--- src/rtl/dtw_traceback.sv ---
// Walks the DTW path-direction matrix from (i_tlen, i_rlen) back to (0,0), streaming (i,j) points.
// Optional point counter output o_steps enabled with `define DTW_TB_STEPCNT_EN.
module dtw_traceback #(
    parameter int IDX_W  = 5,
    parameter int ADDR_W = 10
) (
    input  logic              clk,
    input  logic              nrst,
    input  logic              start,
    input  logic [IDX_W-1:0]  i_tlen,
    input  logic [IDX_W-1:0]  i_rlen,
    output logic              busy,
    output logic              mem_rd_en,
    output logic [ADDR_W-1:0] mem_addr,
    input  logic [1:0]        mem_rd_data,
    output logic              o_valid,
    input  logic              o_ready,
    output logic [IDX_W-1:0]  o_i,
    output logic [IDX_W-1:0]  o_j,
    output logic              o_last,
`ifdef DTW_TB_STEPCNT_EN
    output logic [IDX_W+1:0]  o_steps,
`endif
    output logic              done,
    output logic              err
);

    typedef enum logic [2:0] {IDLE, EMIT, READ, WAIT, FIN} state_t;

    localparam logic [IDX_W-1:0] ONE  = {{(IDX_W-1){1'b0}}, 1'b1};
    localparam logic [IDX_W-1:0] ZERO = '0;

    state_t           state, state_n;
    logic [IDX_W-1:0] i, i_n;
    logic [IDX_W-1:0] j, j_n;
    logic             err_n;
    logic             at_origin;
    logic             hs;

    assign at_origin = (i == ZERO) && (j == ZERO);
    assign hs        = (state == EMIT) && o_ready;

    // Outputs decode straight from registered state, so async reset clears them at once.
    assign busy      = (state != IDLE);
    assign o_valid   = (state == EMIT);
    assign o_i       = i;
    assign o_j       = j;
    assign o_last    = (state == EMIT) && at_origin;
    assign mem_rd_en = (state == READ);
    assign mem_addr  = (state == READ) ? {i, j} : '0;
    assign done      = (state == FIN);

    always_ff @(posedge clk or negedge nrst) begin
        if (!nrst) begin
            state <= IDLE;
            i     <= '0;
            j     <= '0;
            err   <= 1'b0;
        end else begin
            state <= state_n;
            i     <= i_n;
            j     <= j_n;
            err   <= err_n;
        end
    end

    always_comb begin
        state_n = state;
        i_n     = i;
        j_n     = j;
        err_n   = err;
        case (state)
            IDLE: begin
                if (start) begin
                    i_n     = i_tlen;
                    j_n     = i_rlen;
                    err_n   = 1'b0;
                    state_n = EMIT;
                end
            end
            EMIT: begin
                // Edge row/column moves are forced, so they skip the RAM round trip.
                if (o_ready) begin
                    if (at_origin)      state_n = FIN;
                    else if (i == ZERO) j_n = j - ONE;
                    else if (j == ZERO) i_n = i - ONE;
                    else                state_n = READ;
                end
            end
            READ: state_n = WAIT;
            WAIT: begin
                case (mem_rd_data)
                    2'b11: begin
                        i_n     = i - ONE;
                        j_n     = j - ONE;
                        state_n = EMIT;
                    end
                    2'b10: begin
                        i_n     = i - ONE;
                        state_n = EMIT;
                    end
                    2'b01: begin
                        j_n     = j - ONE;
                        state_n = EMIT;
                    end
                    default: begin
                        err_n   = 1'b1;
                        state_n = FIN;
                    end
                endcase
            end
            FIN:     state_n = IDLE;
            default: state_n = IDLE;
        endcase
    end

`ifdef DTW_TB_STEPCNT_EN
    function automatic logic [IDX_W+1:0] sat_inc(input logic [IDX_W+1:0] v);
        return (&v) ? v : v + {{(IDX_W+1){1'b0}}, 1'b1};
    endfunction

    logic [IDX_W+1:0] steps;

    always_ff @(posedge clk or negedge nrst) begin
        if (!nrst)                       steps <= '0;
        else if (state == IDLE && start) steps <= '0;
        else if (hs)                     steps <= sat_inc(steps);
    end

    assign o_steps = steps;
`endif

endmodule

--- config.mk ---
export PLATFORM = sky130hd
export DESIGN_NAME = dtw_traceback
export DESIGN_NICKNAME = d
export VERILOG_FILES = /design/src/rtl/dtw_traceback.sv
export SDC_FILE = /design/constraint.sdc
export NUM_CORES = 1
export LEC_CHECK = 0
export CORE_MARGIN = 1
export CORE_UTILIZATION = 50
export DETAILED_ROUTE_END_ITERATION = 7
export DONT_BUFFER_PORTS = 1
export PLACE_DENSITY = 0.74
export RECOVER_POWER = 100
export SLEW_MARGIN = 20
export SYNTH_ARGS = -nofsm -noshare
export SYNTH_HDL_FRONTEND = slang
export SYNTH_SLANG_ARGS = --single-unit
--- constraint.sdc ---
create_clock -name clk -period 4.8 [get_ports clk]
set_clock_uncertainty 0.1 [all_clocks]
set_input_delay 0.24 -clock clk [delete_from_list [all_inputs] [get_ports clk]]
set_output_delay 0.24 -clock clk [all_outputs]
set_load 0.03 [all_outputs]
# --- Yosys cells after proc, flatten, opt, wreduce, memory -nomap -nowiden ---
# Index checks and enable logic that the tools add are counted.
op_classes:
  n_mux: 24
  add_sub_neg: 2
  n_eq_ne: 18
  n_reduce_logical: 15
ops:
  columns: ["op", "count"]
  rows:
  - ["two-way mux 5 bit", 11]
  - ["case mux 5 bit (3 select lines)", 2]
  - ["two-way mux 3 bit", 6]
  - ["!= test 2 bit, second input constant", 6]
  - ["case mux 3 bit (4 select lines)", 1]
  - ["logical NOT 5 bit", 2]
  - ["two-way mux 10 bit", 1]
  - ["subtractor 5 x 1 -> 5 bit, second input constant", 2]
  - ["AND reduction 7 bit", 1]
  - ["equality test 3 x 2 -> 1 bit, second input constant", 2]
  - ["!= test 2 x 1 -> 1 bit, second input constant", 3]
  - ["!= test 3 bit, second input constant", 2]
  - ["AND reduction 6 bit", 1]
  - ["nonzero test 3 bit", 2]
  - ["equality test 2 bit, second input constant", 2]
  - ["AND reduction 4 bit", 1]
  - ["OR reduction 2 bit", 2]
  - ["equality test 3 x 1 -> 1 bit, second input constant", 1]
  - ["equality test 3 bit, second input constant", 1]
  - ["logical NOT 3 bit", 1]
  - ["AND reduction 3 bit", 1]
  - ["OR reduction 3 bit", 1]
  - ["equality test 2 x 1 -> 1 bit, second input constant", 1]
  - ["logical AND 1 bit", 2]
  - ["3 further kinds", 4]
word_totals:
  word_cells: 63
  input_bits: 16
  regBits: 14
  out_inout_bits: 26

# --- Depth between registers and ports, before layout ---
depth:
  depth_word: 6
  depth_mapped: 7
  ltp_nobuf: 6

# --- Worst setup path after synthesis ---
# Ideal clock, no wire load.
synth_path:
  path_type: "reg-to-reg"
  from: "register i[0], in the netlist o_i[0]"
  to: "register j[1], in the netlist o_j[1]"
  n_path_buf: 1
  period_less_slack_ns: 2.056
  setup_ns: 0.079
  required_time_ns: 4.621
  slack_ns: 2.744
  arrival_time_ns: 1.877
  stages_incl_launch_ff: 8
  cell_sequence: "dfrtp_1 inv_1 ha_1 or4b_4 o21ai_4 and3_1 buf_6 mux2i_1"
synth_between:
  elab_chain_cells: 4
  elab_cells_between_ends: 5
  cone_classes: "eq/ne: 2; reduce/logical: 3"
synth_rtl:
  columns: ["element", "line_no", "source"]
  rows:
  - ["start, declared", "34", "logic [IDX_W-1:0] i, i_n;"]
  - ["start signal, assigned", "61", "i <= i_n;"]
  - ["logical NOT 5 bit (*)", "40, 85", null]
  - ["logical AND 1 bit", "40", "assign at_origin = (i == ZERO) && (j == ZERO);"]
  - ["!= test 2 bit (no line)", null, null]
  - ["AND reduction 6 bit (no line) (*)", null, null]
  - ["end signal, assigned", "62", "j <= j_n;"]
  - ["end, declared", "35", "logic [IDX_W-1:0] j, j_n;"]
# Mark *: on every way between the ends. The rest lies on a longest branch, timed or not.
# A chain may end at the register's enable or synchronous reset.

# --- Worst setup path after layout ---
layout_path:
  from: "register state[0]"
  to: "register j[0], in the netlist o_j[0]"
layout_between:
  elab_chain_cells: 3
  elab_cells_between_ends: 11
  cone_classes: "eq/ne: 7; mux: 1; reduce/logical: 3"
layout_rtl:
  columns: ["element", "line_no", "source"]
  rows:
  - ["start, declared", "33", "state_t state, state_n;"]
  - ["start signal, assigned", "60", "state <= state_n;"]
  - ["equality test 3 x 1 -> 1 bit (*)", null, null]
  - ["via o_valid", "16", "output logic o_valid,"]
  - ["!= test 2 x 1 -> 1 bit (no line) (tied with other cells)", null, null]
  - ["AND reduction 6 bit (no line)", null, null]
# Mark *: on every way through the listed nets, which the timed path passes. The rest lies on a longest branch.

==> run_results.csv <==
group,metric,value,unit
status,status,"finished, final reports clean",
drt,drcViolationCount,0,
global_routing,first_global_vias,834,
global_routing,globalRoute.totalOverflow,0,
global_routing,first_pass_grt_wire_length,3.75,mm
hold_path,timing.hold.worst.class,"in -> reg",
global_routing,grt_start_max_net_pins,23,
critical_path,rr_endpoint,"o_j[0]",
clock_tree,ctsHoldBuffers,1,
timing,layout_worst_path_cycle_share,67.0,%
yosys,ys.warnings.count,0,
yosys,ys_ff_latch,14,
power,internal_power,0.000355,W
drt,routed_wl,2.59,mm
timing,worst_slack,1.58,ns
drt,detail_route.wl_per_cell,17.3,µm
die,initial_core_utilization,53.8,%
clock_tree,cts_resized,0,
timing,hold_ws,0.0257,ns
yosys,yosys.area.top_type_share,32.9,%
die,floorplan.die.height,48.2,µm
yosys,synthesis.instances,127,
layout,drive_gt1_share,8.94,%
yosys,synthFlopType,"sky130_fd_sc_hd__dfrtp_1",
hold_path,hold_end,"o_i[0]",
place,post-place-ws,2.56,ns
power,proportion_of_total_power_due_to_net_switching,59.6,%
timing,finalSetupViolCount,0,
critical_path,timing.rr.start,"state[0]",
power,p_comb_share,49.3,%
die,floorplan.die_area,2320,µm²
place,finalWeightedCongestion,0.861,
timing,achievable-frequency,311,MHz
place,placed_cells,146,
critical_path,data_arrival_time_of_the_worst_path,3.28,ns
die,fp.coreArea,1980,µm²
die,std_cell_rows,16,
clock_tree,cts_htree_levels,1,
timing,timing.final.hold_violations,0,
layout,post_layout_nonfiller_instances,150,
timing,final-max-slew-violation-count,0,
yosys,async_reset_ff_share,100,%
yosys,post_synth.cell_area_avg,8.39,µm²
yosys,post-synth-top-count-cell,"sky130_fd_sc_hd__a21oi_1",
power,sequentialPowerShare,43.1,%
power,max-vdd-ir-drop,405,µV
place,port_buffers,0,
yosys,synth_enable_flop_cells,0,
power,power_density,828,nW/µm²
layout,num-nets-final,143,
power,share_clk_of_total_power,7.6,%
hold_path,timing.hold.worst.start,"i_tlen[0]",
critical_path,critical_path_peak_fanout,19,
critical_path,reg2reg_depth,4,
yosys,synth.cells.most_frequent,"sky130_fd_sc_hd__a21oi_1 (15), sky130_fd_sc_hd__dfrtp_1 (14), sky130_fd_sc_hd__and3_1 (10), sky130_fd_sc_hd__nor2_1 (10)",
yosys,syn-cell-area,1070,µm²
clock_tree,setup_repair_bufs_after_cts,0,
yosys,synth-seq-area-share,32.9,%
layout,areaGrowthSynthToFinish,-0.469,%
clock_tree,clock_insertion_delay_worst_skew,0.28,ns
critical_path,worstPathRequired,4.87,ns
drt,drt-pass1-iter-count,4,
clock_tree,number_of_clock_sinks,14,
critical_path,timing_worst_setup_path_type,"reg -> reg",
clock_tree,tritoncts_clock_tree,"yes",
clock_tree,clk_pin_slew,0.09,ns
timing,rsz0062_at_grt,"no",
drt,postRouteAntennaNets,0,
drt,drt_first_iter_violations,22,
critical_path,worstSetupStartpointType,"flop",
yosys,yosys.cell_types.count,37,
critical_path,end_kind,"flop",
yosys,netlist.top_cell.by_area,"sky130_fd_sc_hd__dfrtp_1",
power,netSwitchingPower,0.000524,W
timing,tns,0,ns
die,floorplan.die.width,48.2,µm
clock_tree,cts_max_path_buffers,2,
global_routing,gr-usage-all-layers,22.9,%
layout,layout.core_utilization,53.5,%
drt,route.detailed.vias_per_inst,6.44,
timing,worst_slew_margin_rel,6.56,%
run,max-cap-violations,0,
place,detailedPlacementHpwl,1.88,mm
layout,antenna_cells_inserted,0,
hold_path,worstHoldPathCells,2,
yosys,yosys-top-cells-area,"sky130_fd_sc_hd__dfrtp_1 (33%), sky130_fd_sc_hd__a21oi_1 (7.0%), sky130_fd_sc_hd__and3_1 (5.9%)",
timing,timing.final.crit_period,3.22,ns
clock_tree,cts_inserted_buffers,3,
power,power.leakage,0.468,nW
clock_tree,cts.root.buffer_cell,"sky130_fd_sc_hd__clkbuf_4",
yosys,nets_in_the_synthesized_netlist,145,
critical_path,ff2ff_setup_slack,1.58,ns
timing,worst-slew-pin-transition,1.40,ns
drt,via_count,966,
global_routing,grt_antenna_before_repair,0,
die,design.portCount,42,
[through the flow]
step           instance area [µm²]  total power [W]
2_1_floorplan                 1070         0.000762
3_3_place_gp                  1060         0.000824
3_5_place_dp                  1060         0.000830
4_1_cts                       1090         0.000899
5_1_grt                       1060         0.000950
6_report                      1060         0.000879
[routing by layer]
layer / GRT usage, % / up-vias / part of all wire [%]
met5: 0 / - / 0
met4: 6.67 / 0 / 0.93
met3: 5.56 / 4 / 4.6
met2: 35.5 / 27 / 48
met1: 31.8 / 476 / 46
li1: - / 459 / -
[cells by family after synthesis]
logic type | share of synthesized area [%]
DFF | 32.9
and+or+nand+nor | 32.3
AOI/OAI and AO/OA | 23.2
adders and majority gates | 2.35
muxes | 2.82
buffers and inverters | 6.46
[flip-flops by register name, indices dropped and copies added (netlist names)]
| register | cells |
|---|---|
| o_i | 5 |
| state | 3 |
| err | 1 |
| o_j | 5 |
[worst max path at each step]
stage | start | to | slack, ns | depth (start not counted)
floorplan | o_i[0] | o_j[1] | 2.74 | 7
global placement | o_i[0] | o_j[1] | 2.57 | 6
detailed placement | o_i[0] | o_j[1] | 2.56 | 6
CTS | o_i[0] | o_last | 2.33 | 5
global route | state[0] | o_i[0] | 1.34 | 4
finish | state[0] | o_j[0] | 1.58 | 4
[power by group through the flow]
stage / combinational [W] / clock [W] / sequential, W
6_report: 0.000433 / 0.0000668 / 0.000379
2_1_floorplan: 0.000441 / 0 / 0.000322
3_5_place_dp: 0.000448 / 0 / 0.000382
4_1_cts: 0.000453 / 0.0000672 / 0.000379
3_3_place_gp: 0.000445 / 0 / 0.000379
5_1_grt: 0.000484 / 0.0000731 / 0.000393
[area by class of cell]
class / count / area (µm²)
Clock buffer: 3 / 22.5
Fill cell: 184 / 921
Inverter: 7 / 26.3
Multi-Input combinational cell: 98 / 618
Sequential cell: 14 / 350
Tap cell: 27 / 33.8
Timing Repair Buffer: 1 / 10.0
[worst max-delay path: stages (launching register included)]
cell and delay [ns]:
sky130_fd_sc_hd__dfrtp_1 0.70, sky130_fd_sc_hd__nor3b_1 1.17, sky130_fd_sc_hd__o21ai_0 0.50, sky130_fd_sc_hd__and3_1 0.42, sky130_fd_sc_hd__a22o_1 0.23
[cell usage in the layout (no fill, tap or decap)]
cell,instances
sky130_fd_sc_hd__o22ai_1,2
sky130_fd_sc_hd__nor2_1,10
sky130_fd_sc_hd__mux2i_1,3
sky130_fd_sc_hd__nor3b_1,2
sky130_fd_sc_hd__a22o_1,1
sky130_fd_sc_hd__or3b_2,2
sky130_fd_sc_hd__a31o_2,2
sky130_fd_sc_hd__nand2_1,6
sky130_fd_sc_hd__nand3_1,5
sky130_fd_sc_hd__a41oi_1,3
sky130_fd_sc_hd__ha_1,2
sky130_fd_sc_hd__o31ai_1,1
sky130_fd_sc_hd__nor4b_2,1
sky130_fd_sc_hd__inv_1,7
sky130_fd_sc_hd__o21ai_2,1
sky130_fd_sc_hd__dlygate4sd3_1,1
sky130_fd_sc_hd__and2_0,2
sky130_fd_sc_hd__nor2b_1,1
sky130_fd_sc_hd__or4b_4,2
sky130_fd_sc_hd__o21ai_0,6
sky130_fd_sc_hd__or3_1,1
sky130_fd_sc_hd__clkbuf_4,3
sky130_fd_sc_hd__a31oi_1,6
sky130_fd_sc_hd__o2111ai_1,1
sky130_fd_sc_hd__nand4b_1,1
sky130_fd_sc_hd__nor3_1,3
sky130_fd_sc_hd__nor4b_1,1
sky130_fd_sc_hd__and3_1,11
sky130_fd_sc_hd__a21oi_1,15
sky130_fd_sc_hd__dfrtp_1,14
sky130_fd_sc_hd__nand2b_1,7
Note: power is estimated with default switching activity, not from simulation.
